`src/rtl/pc_sequencer_pkg.sv`:
```
// rtl/pc_sequencer_pkg.sv - shared state encoding and constants for the PC sequencer
package pc_sequencer_pkg;

   typedef enum logic [1:0] {
      PC_FETCH  = 2'd0,
      PC_EXEC   = 2'd1,
      PC_HALTED = 2'd2
   } pc_state_e;

   localparam int HALT_CODE_DEFAULT = 10;

endpackage

```
`src/rtl/next_pc_mux.sv`:
```
// rtl/next_pc_mux.sv - combinational next-PC target selection (jalr > jal/taken branch > pc+4)
module next_pc_mux #(
   parameter int XLEN = 32
) (
   input  logic            is_jal,
   input  logic            is_jalr,
   input  logic            branch,
   input  logic            bcond,
   input  logic [XLEN-1:0] pc,
   input  logic [XLEN-1:0] pc_plus4,
   input  logic [XLEN-1:0] imm,
   input  logic [XLEN-1:0] rs1_data,
   output logic [XLEN-1:0] target
);

   logic [XLEN-1:0] jalr_sum;
   logic [XLEN-1:0] rel_target;

   assign jalr_sum   = rs1_data + imm;
   assign rel_target = pc + imm;

   // Register-indirect targets drop bit 0; all sums wrap modulo 2^XLEN.
   always_comb begin
      target = pc_plus4;
      if (is_jalr) begin
         target = {jalr_sum[XLEN-1:1], 1'b0};
      end else if (is_jal || (branch && bcond)) begin
         target = rel_target;
      end
   end

endmodule

```
`src/rtl/pc_sequencer.sv`:
```
// rtl/pc_sequencer.sv - PC register, fetch/exec handshake, ecall halt and retire counter
module pc_sequencer
   import pc_sequencer_pkg::*;
#(
   parameter int              XLEN      = 32,
   parameter logic [XLEN-1:0] RESET_PC  = '0,
   parameter int              HALT_CODE = HALT_CODE_DEFAULT
) (
   input  logic            clk,
   input  logic            reset,
   input  logic            instr_valid,
   input  logic            mem_stall,
   input  logic            is_jal,
   input  logic            is_jalr,
   input  logic            branch,
   input  logic            bcond,
   input  logic            is_ecall,
   input  logic [XLEN-1:0] imm,
   input  logic [XLEN-1:0] rs1_data,
   input  logic [XLEN-1:0] x17_data,
   output logic            fetch_req,
   output logic [XLEN-1:0] pc,
   output logic [XLEN-1:0] pc_plus4,
   output logic            exec_en,
   output logic            commit,
   output logic            is_halted,
   output logic [31:0]     retired_count
);

   pc_state_e       state;
   pc_state_e       next_state;
   logic [XLEN-1:0] pc_next;
   logic [XLEN-1:0] target;
   logic            halt_hit;

   assign pc_plus4 = pc + XLEN'(4);
   assign halt_hit = is_ecall && (x17_data == XLEN'(HALT_CODE));

   next_pc_mux #(.XLEN(XLEN)) u_next_pc_mux (
      .is_jal   (is_jal),
      .is_jalr  (is_jalr),
      .branch   (branch),
      .bcond    (bcond),
      .pc       (pc),
      .pc_plus4 (pc_plus4),
      .imm      (imm),
      .rs1_data (rs1_data),
      .target   (target)
   );

   always_ff @(posedge clk) begin
      if (reset) begin
         state         <= PC_FETCH;
         pc            <= RESET_PC;
         retired_count <= '0;
      end else begin
         state <= next_state;
         pc    <= pc_next;
         if (commit) begin
            retired_count <= retired_count + 32'd1;
         end
      end
   end

   always_comb begin
      next_state = state;
      pc_next    = pc;
      fetch_req  = 1'b0;
      exec_en    = 1'b0;
      commit     = 1'b0;
      is_halted  = 1'b0;
      case (state)
         PC_FETCH: begin
            fetch_req = 1'b1;
            if (instr_valid) begin
               next_state = PC_EXEC;
            end
         end
         PC_EXEC: begin
            exec_en = 1'b1;
            if (!mem_stall) begin
               // A reset on this edge wins, so the retire pulse is suppressed.
               commit = !reset;
               if (halt_hit) begin
                  next_state = PC_HALTED;
               end else begin
                  next_state = PC_FETCH;
                  pc_next    = target;
               end
            end
         end
         PC_HALTED: begin
            is_halted = 1'b1;
         end
         default: begin
            next_state = PC_FETCH;
         end
      endcase
   end

endmodule

```
`config.mk`:
```
export PLATFORM = sky130hd
export DESIGN_NAME = pc_sequencer
export DESIGN_NICKNAME = d
export VERILOG_FILES = /design/src/rtl/pc_sequencer_pkg.sv /design/src/rtl/next_pc_mux.sv /design/src/rtl/pc_sequencer.sv
export SDC_FILE = /design/constraint.sdc
export NUM_CORES = 1
export LEC_CHECK = 0
export ABC_AREA = 1
export CAP_MARGIN = 40
export CORE_UTILIZATION = 48
export CTS_CLUSTER_SIZE = 40
export DETAILED_ROUTE_END_ITERATION = 10
export GPL_TIMING_DRIVEN = 0
export HOLD_SLACK_MARGIN = 0.06
export MAX_ROUTING_LAYER = met4
export PLACE_DENSITY_LB_ADDON = 0.12
export SYNTH_ARGS = -nofsm -noshare
export SYNTH_HDL_FRONTEND = slang
export SYNTH_HIERARCHICAL = 1
export SYNTH_SLANG_ARGS = --single-unit
```
`constraint.sdc`:
```
create_clock -name clk -period 2.3 [get_ports clk]
set_clock_uncertainty 0.05 [all_clocks]
set_input_delay 0.46 -clock clk [delete_from_list [all_inputs] [get_ports clk]]
set_output_delay 0.46 -clock clk [all_outputs]
set_load 0.005 [all_outputs]
```
==> impl_metrics.prom, run 1 <==
# TYPE chip_impl_metric gauge
chip_impl_info{name="run_status",value="finished, violations left"} 1
chip_impl_info{name="violations",value="negative setup slack"} 1
chip_impl_metric{name="period_needed",unit="ns"} 2.68
chip_impl_metric{name="finalHoldViolations",unit=""} 0
chip_impl_metric{name="critical_path.max_fanout",unit=""} 4
chip_impl_metric{name="num-nets-final",unit=""} 2310
chip_impl_metric{name="clock_tree.htree_level_count",unit=""} 3
chip_impl_metric{name="die_w",unit="um"} 144
chip_impl_metric{name="cp_slowest_stage_delay",unit="ns"} 0.63
chip_impl_info{name="synth_ff_type",value="dfxtp_1"} 1
chip_impl_metric{name="boundaryPins",unit=""} 205
chip_impl_info{name="synthDominantAreaCellType",value="nand2_1"} 1
chip_impl_metric{name="intPower",unit="mW"} 3.17
chip_impl_metric{name="final-max-slew-violation-count",unit=""} 0
chip_impl_info{name="class_of_the_tightest_hold_or_removal_check",value="in -> reg"} 1
chip_impl_metric{name="power.clock.fraction",unit="%"} 24.5
chip_impl_metric{name="global_route.overflow_total",unit=""} 0
chip_impl_metric{name="power_switching_share",unit="%"} 42.8
chip_impl_metric{name="final.fill_count",unit=""} 1331
chip_impl_metric{name="hpwl",unit="um"} 31400
chip_impl_metric{name="detailroute.via_count",unit=""} 14200
chip_impl_metric{name="power.leakage",unit="nW"} 7.90
chip_impl_metric{name="power-per-cell-area",unit="nW/um^2"} 348
chip_impl_metric{name="post_route_cells_drive_above_1_share",unit="%"} 34.0
chip_impl_metric{name="synth-async-reset-ratio",unit="%"} 0
chip_impl_metric{name="num_rows",unit=""} 51
chip_impl_metric{name="worst_slew_pin_slew",unit="ns"} 0.756
chip_impl_metric{name="final_min_period_over_clock_period",unit="%"} 117
chip_impl_metric{name="number_of_antenna_violations_at_the_first_check_in_global_routing",unit=""} 1
chip_impl_metric{name="fmax",unit="GHz"} 0.373
chip_impl_metric{name="post_synth.cell_area_avg",unit="um^2"} 5.34
chip_impl_metric{name="irDropWorstVdd",unit="V"} 0.000489
chip_impl_metric{name="crit_required",unit="ns"} 1.79
chip_impl_metric{name="ys_seq_area_share",unit="%"} 13.6
chip_impl_metric{name="cts.clk_slew.worst_paths",unit="ns"} 0.06
chip_impl_info{name="rsz0062_at_grt",value="yes"} 1
chip_impl_metric{name="routed_via_density",unit=""} 5.88
chip_impl_info{name="synthTopCellsByCount",value="612 x nand2_1, 296 x inv_1, 219 x nor2_1"} 1
chip_impl_metric{name="fin_cells",unit=""} 2412
chip_impl_metric{name="synth_edf_count",unit=""} 0
chip_impl_metric{name="place_congestion",unit=""} 0.995
chip_impl_metric{name="grt_first_pass_wirelength",unit="um"} 64300
chip_impl_metric{name="clockBufferDepth",unit=""} 2
chip_impl_metric{name="net-switching-power",unit="mW"} 2.38
chip_impl_info{name="clock-root-buffer",value="clkbuf_16"} 1
chip_impl_metric{name="grt_start_max_net_pins",unit=""} 12
chip_impl_info{name="end_kind",value="output pin"} 1
chip_impl_metric{name="tritoncts_num_sinks",unit=""} 66
chip_impl_metric{name="fin_total_pwr",unit="mW"} 5.55
chip_impl_info{name="synth.area.top_cells",value="nand2_1 24%, dfxtp_1 14%, inv_1 11%"} 1
chip_impl_metric{name="track_usage",unit="%"} 42.1
chip_impl_metric{name="post_drt_wl_per_cell",unit="um"} 21.0
chip_impl_metric{name="antenna_left",unit=""} 0
chip_impl_metric{name="pwr-share-seq",unit="%"} 22.6
chip_impl_metric{name="syn2layout_area_growth",unit="%"} 64.5
chip_impl_metric{name="remaining_drc_errors",unit=""} 0
chip_impl_info{name="slowest_stage",value="xor2_1"} 1
chip_impl_metric{name="floorplan.die_area",unit="um^2"} 20800
chip_impl_metric{name="floorplan.initialDensity",unit="%"} 49.3
chip_impl_metric{name="via_count_of_the_first_global_routing_pass",unit=""} 12700
chip_impl_metric{name="synth_area",unit="um^2"} 9690
chip_impl_metric{name="fp.dieH",unit="um"} 144
chip_impl_metric{name="firstDrtPassIters",unit=""} 9
chip_impl_metric{name="syn-instance-count",unit=""} 1814
chip_impl_metric{name="max_cap_check_violation_count",unit=""} 0
chip_impl_metric{name="slew-limit-headroom",unit="%"} 49.4
chip_impl_info{name="criticalPathCategory",value="reg -> out"} 1
chip_impl_metric{name="setup-violations-final",unit=""} 48
chip_impl_metric{name="synth.net_count",unit=""} 1984
chip_impl_info{name="cts_tree",value="done"} 1
chip_impl_metric{name="netlist.area_leader.share",unit="%"} 23.7
chip_impl_metric{name="clock_insertion_delay_worst_skew",unit="ns"} 0.34
chip_impl_metric{name="io_buffers",unit=""} 203
chip_impl_info{name="synthMostInstantiatedCell",value="nand2_1"} 1
chip_impl_info{name="crit_chain",value="buf_12, nand2_8, nor2_4, nand2_2, nor2_1, xor2_1, clkbuf_2"} 1
chip_impl_metric{name="postSynthRegisterBits",unit=""} 66
chip_impl_metric{name="worstPathArrival",unit="ns"} 2.17
chip_impl_metric{name="netlist-cell-type-count",unit=""} 42
chip_impl_metric{name="layout_setup_ws",unit="ns"} -0.384
chip_impl_info{name="critPathLaunchType",value="flop"} 1
chip_impl_metric{name="core",unit="um^2"} 19700
chip_impl_metric{name="dr.first_iter.drc_count",unit=""} 1465
chip_impl_metric{name="drt-total-wl",unit="um"} 50600
chip_impl_metric{name="yosysWarningCount",unit=""} 6
chip_impl_metric{name="numPlacedInstances",unit=""} 2282
chip_impl_metric{name="comb_power_share",unit="%"} 52.9
chip_impl_metric{name="tritoncts.num_buffers",unit=""} 9
==> routing by layer <==
metal	global-route usage, %	up-vias	share of wire [%]
met5	-	-	0
met3	6.69	383	11
li1	-	6293	-
met1	45.7	6486	35
met2	70.4	1015	45
met4	29.6	0	9.2
==> worst paths after layout <==
check / start / cells after the start / end / slack, ns
worst min-delay path: reset / 2 / state[0] / 0.42
worst min register to register: pc[21] / 2 / pc[21] / 0.46
worst max register to register: pc[10] / 13 / pc[17] / -0.33
worst max-delay path: pc[10] / 7 / pc_plus4[17] / -0.38
==> sequential cells by signal, indices dropped and copies added (netlist names) <==
register / count
retired_count: 32
pc: 32
state: 2
==> timing repair <==
item                                    in CTS  in global routing
hold buffers                                 0                  0
setup buffers                               75                 40
pin swaps                                   75                184
endpoints found under the setup margin      57                 54
gates resized for setup                    413                419
==> power by group through the flow <==
stage / clock [mW] / sequential (mW) / combinational (mW)
after floorplan: 0 / 1.26 / 1.18
after global placement: 0 / 1.29 / 1.89
after detailed placement: 0 / 1.29 / 1.91
after CTS: 1.35 / 1.24 / 2.28
after global routing: 1.40 / 1.26 / 3.09
final: 1.36 / 1.26 / 2.93
==> cell families after synthesis <==
group / share of synthesized area (%)
buffers and inverters: 13.6
flip-flops: 13.6
AO/OA/AOI/OAI: 11.0
AND/OR/NAND/NOR: 48.4
XOR/XNOR: 4.79
adder cells (fa/ha/maj): 8.55
==> critical path, delay by kind of cell, from the launching register on <==
kind | cells | cell delay (ns)
xor+xnor | 1 | 0.63
flops | 1 | 0.39
buf+inv | 2 | 0.36
simple gates | 4 | 0.45
==> cell type report <==
| class | instances | area, um^2 | share of cell area, % |
|---|---|---|---|
| inverter | 305 | 1150 | 7.21 |
| tap | 265 | 332 | 2.08 |
| sequential | 66 | 1420 | 8.88 |
| multi-input combinational | 1406 | 9760 | 61.2 |
| antenna | 2 | 5.00 | 0.0314 |
| timing repair buffer | 315 | 2800 | 17.6 |
| buffer | 37 | 188 | 1.18 |
| clock inverter | 6 | 57.6 | 0.361 |
| clock buffer | 10 | 229 | 1.44 |
==> cell usage in the layout, fill, tap and decap left out, drive strengths merged, types with 2 or more instances in the layout <==
cell type | netlist | routed
a21oi | 109 | 109
clkinv | 0 | 4
xor2 | 32 | 32
nor3 | 29 | 29
nand3b | 5 | 5
o21bai | 11 | 11
buf | 26 | 154
ha | 63 | 63
nand4 | 17 | 17
o22ai | 2 | 2
o21ai | 68 | 68
inv | 305 | 305
dfxtp | 66 | 66
clkbuf | 11 | 47
nand2 | 649 | 649
nor4 | 2 | 2
fa | 2 | 2
o211ai | 3 | 3
and3 | 2 | 2
nand3 | 146 | 146
dlymetal6s2s | 0 | 29
diode | 0 | 2
clkdlybuf4s50 | 0 | 116
dlygate4sd2 | 0 | 15
or2 | 2 | 2
xnor2 | 21 | 21
nor2 | 238 | 238
==> stage by stage <==
stage               hold slack [ns]  utilization (%)  setup TNS [ns]  instance area (um^2)  setup WS, ns
floorplan                     0.412                -               0                  9690         0.110
global placement              0.432             61.3          -24.69                 12100        -0.720
detailed placement            0.445             61.3          -25.76                 12100        -0.749
CTS                           0.425             72.9          -0.713                 14300        -0.194
global route                  0.445             81.1           -9.20                 15900        -0.392
finish                        0.423             81.1           -5.97                 15900        -0.384
(Power assumes the default switching activity.)
==> run 2, diff against run 1 <==
CORE_UTILIZATION = 30   (was 48)
==> impl_metrics.prom, run 2 (same netlist as run 1, synthesis figures left out) <==
# TYPE chip_impl_metric gauge
chip_impl_info{name="run_status",value="finished, violations left"} 1
chip_impl_info{name="violations",value="negative setup slack"} 1
chip_impl_metric{name="hpwl",unit="um"} 35000
chip_impl_metric{name="comb_power_share",unit="%"} 51.9
chip_impl_metric{name="slew-limit-headroom",unit="%"} 54.7
chip_impl_metric{name="num-nets-final",unit=""} 2329
chip_impl_metric{name="fmax",unit="GHz"} 0.409
chip_impl_metric{name="tritoncts.num_buffers",unit=""} 9
chip_impl_metric{name="dr.first_iter.drc_count",unit=""} 762
chip_impl_metric{name="clock_insertion_delay_worst_skew",unit="ns"} 0.33
chip_impl_metric{name="irDropWorstVdd",unit="V"} 0.000349
chip_impl_metric{name="timing.reg2reg.setup_slack",unit="ns"} -0.03
chip_impl_metric{name="pwr-share-seq",unit="%"} 22.9
chip_impl_info{name="crit_chain",value="buf_12, nand3_4, inv_4, nand2_4, nor2_4, buf_6, nand3_4, nor2_4, xor2_2, buf_2"} 1
chip_impl_metric{name="worst-r2r-cell-count",unit=""} 17
chip_impl_metric{name="remaining_drc_errors",unit=""} 0
chip_impl_metric{name="power_switching_share",unit="%"} 41.0
chip_impl_metric{name="setup-violations-final",unit=""} 17
chip_impl_metric{name="via_count_of_the_first_global_routing_pass",unit=""} 12300
chip_impl_metric{name="final.fill_count",unit=""} 3190
chip_impl_metric{name="finalHoldViolations",unit=""} 0
chip_impl_info{name="class_of_the_tightest_hold_or_removal_check",value="in -> reg"} 1
chip_impl_metric{name="final_min_period_over_clock_period",unit="%"} 106
chip_impl_metric{name="track_usage",unit="%"} 26.9
chip_impl_metric{name="post_drt_wl_per_cell",unit="um"} 17.4
chip_impl_metric{name="floorplan.initialDensity",unit="%"} 30.6
chip_impl_info{name="crit_family",value="simple AND/OR/NAND/NOR gates"} 1
chip_impl_info{name="worstSetupEndpoint",value="pc_plus4[23]"} 1
chip_impl_metric{name="number_of_antenna_violations_at_the_first_check_in_global_routing",unit=""} 0
chip_impl_metric{name="core",unit="um^2"} 31600
chip_impl_metric{name="firstDrtPassIters",unit=""} 7
chip_impl_metric{name="layout_setup_ws",unit="ns"} -0.146
chip_impl_metric{name="die_w",unit="um"} 182
chip_impl_metric{name="power-per-cell-area",unit="nW/um^2"} 337
chip_impl_metric{name="detailroute.via_count",unit=""} 12700
chip_impl_info{name="leading_cell_type_in_the_layout_fill_and_taps_excluded",value="nand2_1"} 1
chip_impl_metric{name="layout.area.seq",unit="um^2"} 1430
chip_impl_metric{name="multiInputGateArea",unit="um^2"} 9650
chip_impl_metric{name="worstSetupPathDepth",unit=""} 10
chip_impl_metric{name="io_buffers",unit=""} 203
chip_impl_info{name="critPathLaunchType",value="flop"} 1
chip_impl_metric{name="numPlacedInstances",unit=""} 2419
chip_impl_metric{name="grt_start_max_net_pins",unit=""} 13
chip_impl_metric{name="critical_path.max_fanout",unit=""} 3
chip_impl_info{name="cts_tree",value="done"} 1
chip_impl_metric{name="boundaryPins",unit=""} 205
chip_impl_info{name="end_kind",value="output pin"} 1
chip_impl_metric{name="setup-tns-final",unit="ns"} -0.910
chip_impl_info{name="crit-reg2reg-capture",value="pc[26]"} 1
chip_impl_info{name="rsz0062_at_grt",value="yes"} 1
chip_impl_metric{name="worst_slew_pin_slew",unit="ns"} 0.680
chip_impl_metric{name="max_cap_check_violation_count",unit=""} 0
chip_impl_metric{name="antennaDiodeCount",unit=""} 0
chip_impl_metric{name="worstPathArrival",unit="ns"} 1.94
chip_impl_metric{name="global_route.overflow_total",unit=""} 0
chip_impl_info{name="clock-root-buffer",value="clkbuf_16"} 1
chip_impl_metric{name="intPower",unit="mW"} 3.21
chip_impl_metric{name="final-max-slew-violation-count",unit=""} 0
chip_impl_metric{name="post_route_cells_drive_above_1_share",unit="%"} 34.3
chip_impl_info{name="largest_registers",value="pc (32), retired_count (32), state (2)"} 1
chip_impl_metric{name="cp_slowest_stage_delay",unit="ns"} 0.38
chip_impl_metric{name="antenna_left",unit=""} 0
chip_impl_metric{name="fin_cells",unit=""} 2566
chip_impl_info{name="worst_reg2reg_path_startpoint",value="pc[3]"} 1
chip_impl_metric{name="place_congestion",unit=""} 0.937
chip_impl_metric{name="grt_first_pass_wirelength",unit="um"} 66500
chip_impl_metric{name="syn2layout_area_growth",unit="%"} 66.7
chip_impl_metric{name="tritoncts_num_sinks",unit=""} 66
chip_impl_info{name="crit_start",value="pc[3]"} 1
chip_impl_metric{name="floorplan.die_area",unit="um^2"} 33000
chip_impl_metric{name="net-switching-power",unit="mW"} 2.23
chip_impl_metric{name="clockBufferDepth",unit=""} 2
chip_impl_info{name="most-common-layout-cells",value="486 x nand2_1, 272 x inv_1, 173 x nor2_1"} 1
chip_impl_metric{name="setup_slack_placement",unit="ns"} -0.886
chip_impl_metric{name="fp.dieH",unit="um"} 182
chip_impl_info{name="slowest_stage",value="dfxtp_4"} 1
chip_impl_metric{name="cts.clk_slew.worst_paths",unit="ns"} 0.06
chip_impl_metric{name="num_rows",unit=""} 65
chip_impl_metric{name="drt-total-wl",unit="um"} 44600
chip_impl_metric{name="worst-path-buf-inv",unit=""} 4
chip_impl_metric{name="power.leakage",unit="nW"} 7.87
chip_impl_metric{name="power.clock.fraction",unit="%"} 25.2
chip_impl_metric{name="period_needed",unit="ns"} 2.45
chip_impl_metric{name="routed_via_density",unit=""} 4.94
chip_impl_metric{name="crit_required",unit="ns"} 1.79
chip_impl_metric{name="clock_tree.htree_level_count",unit=""} 3
chip_impl_info{name="criticalPathCategory",value="reg -> out"} 1
[run 2: changes by cell type in the layout (fill, tap and decap cells not counted), sizes merged]
| cell | delta |
|---|---|
| buf | +21 |
| clkbuf | +1 |
| clkdlybuf4s15 | +2 |
| clkinv | +1 |
| diode | -2 |
| dlygate4sd2 | +3 |
| dlymetal6s2s | -9 |
[run 2: worst min-delay path by stage]
stage | slack (ns) | depth (start not counted) | end | start
finish | 0.39 | 3 | state[0] | mem_stall
floorplan | 0.41 | 2 | retired_count[13] | retired_count[13]
global route | 0.43 | 3 | state[0] | mem_stall
detailed placement | 0.45 | 2 | retired_count[31] | retired_count[31]
global placement | 0.44 | 2 | retired_count[31] | retired_count[31]
CTS | 0.45 | 2 | retired_count[31] | reset
[run 2: area by class of cell]
class,count,share of cell area [%]
Multi-Input combinational cell,1406,59.7
Clock inverter,7,0.434
Inverter,305,7.15
Timing Repair Buffer,334,18.2
Sequential cell,66,8.82
Buffer,37,1.17
Tap cell,402,3.11
Clock buffer,9,1.39
[run 2: worst reg2reg max path, delay by kind of cell (launching register included)]
kind,cells,cell delay [ns]
simple gates,12,1.05
fa+ha+maj,1,0.32
flops,1,0.36
buf+inv,4,0.42
[run 2: power groups by stage]
stage | Combinational (mW) | Clock [mW] | Sequential [mW]
global route | 3.05 | 1.45 | 1.25
CTS | 2.46 | 1.40 | 1.24
finish | 2.82 | 1.37 | 1.25
global placement | 1.97 | 0 | 1.30
detailed placement | 1.97 | 0 | 1.30
floorplan | 1.18 | 0 | 1.26
[run 2: timing repair]
item / 4_1_cts / 5_1_grt
hold endpoints to repair: 0 / 0
setup endpoints to repair: 57 / 54
buffers inserted: 101 / 33
resized for setup: 485 / 350
hold buffers: 0 / 0
pin swaps: 118 / 167
[run 2: metal layers]
metal	share of wire [%]	global-route usage (%)	wire [um]
met1	43	32.4	19200
met4	3.0	8.51	1350
met5	0	-	0
met2	49	47.1	21900
met3	4.9	2.61	2180
[run 2: through the flow]
| stage | utilization (%) | power (mW) | cell area [um^2] | hold slack [ns] |
|---|---|---|---|---|
| 5_1_grt | 51.1 | 5.75 | 16200 | 0.426 |
| 3_3_place_gp | 38.6 | 3.27 | 12200 | 0.436 |
| 6_report | 51.1 | 5.44 | 16200 | 0.392 |
| 3_5_place_dp | 38.6 | 3.27 | 12200 | 0.445 |
| 4_1_cts | 47.2 | 5.10 | 14900 | 0.445 |
| 2_1_floorplan | - | 2.44 | 9690 | 0.412 |
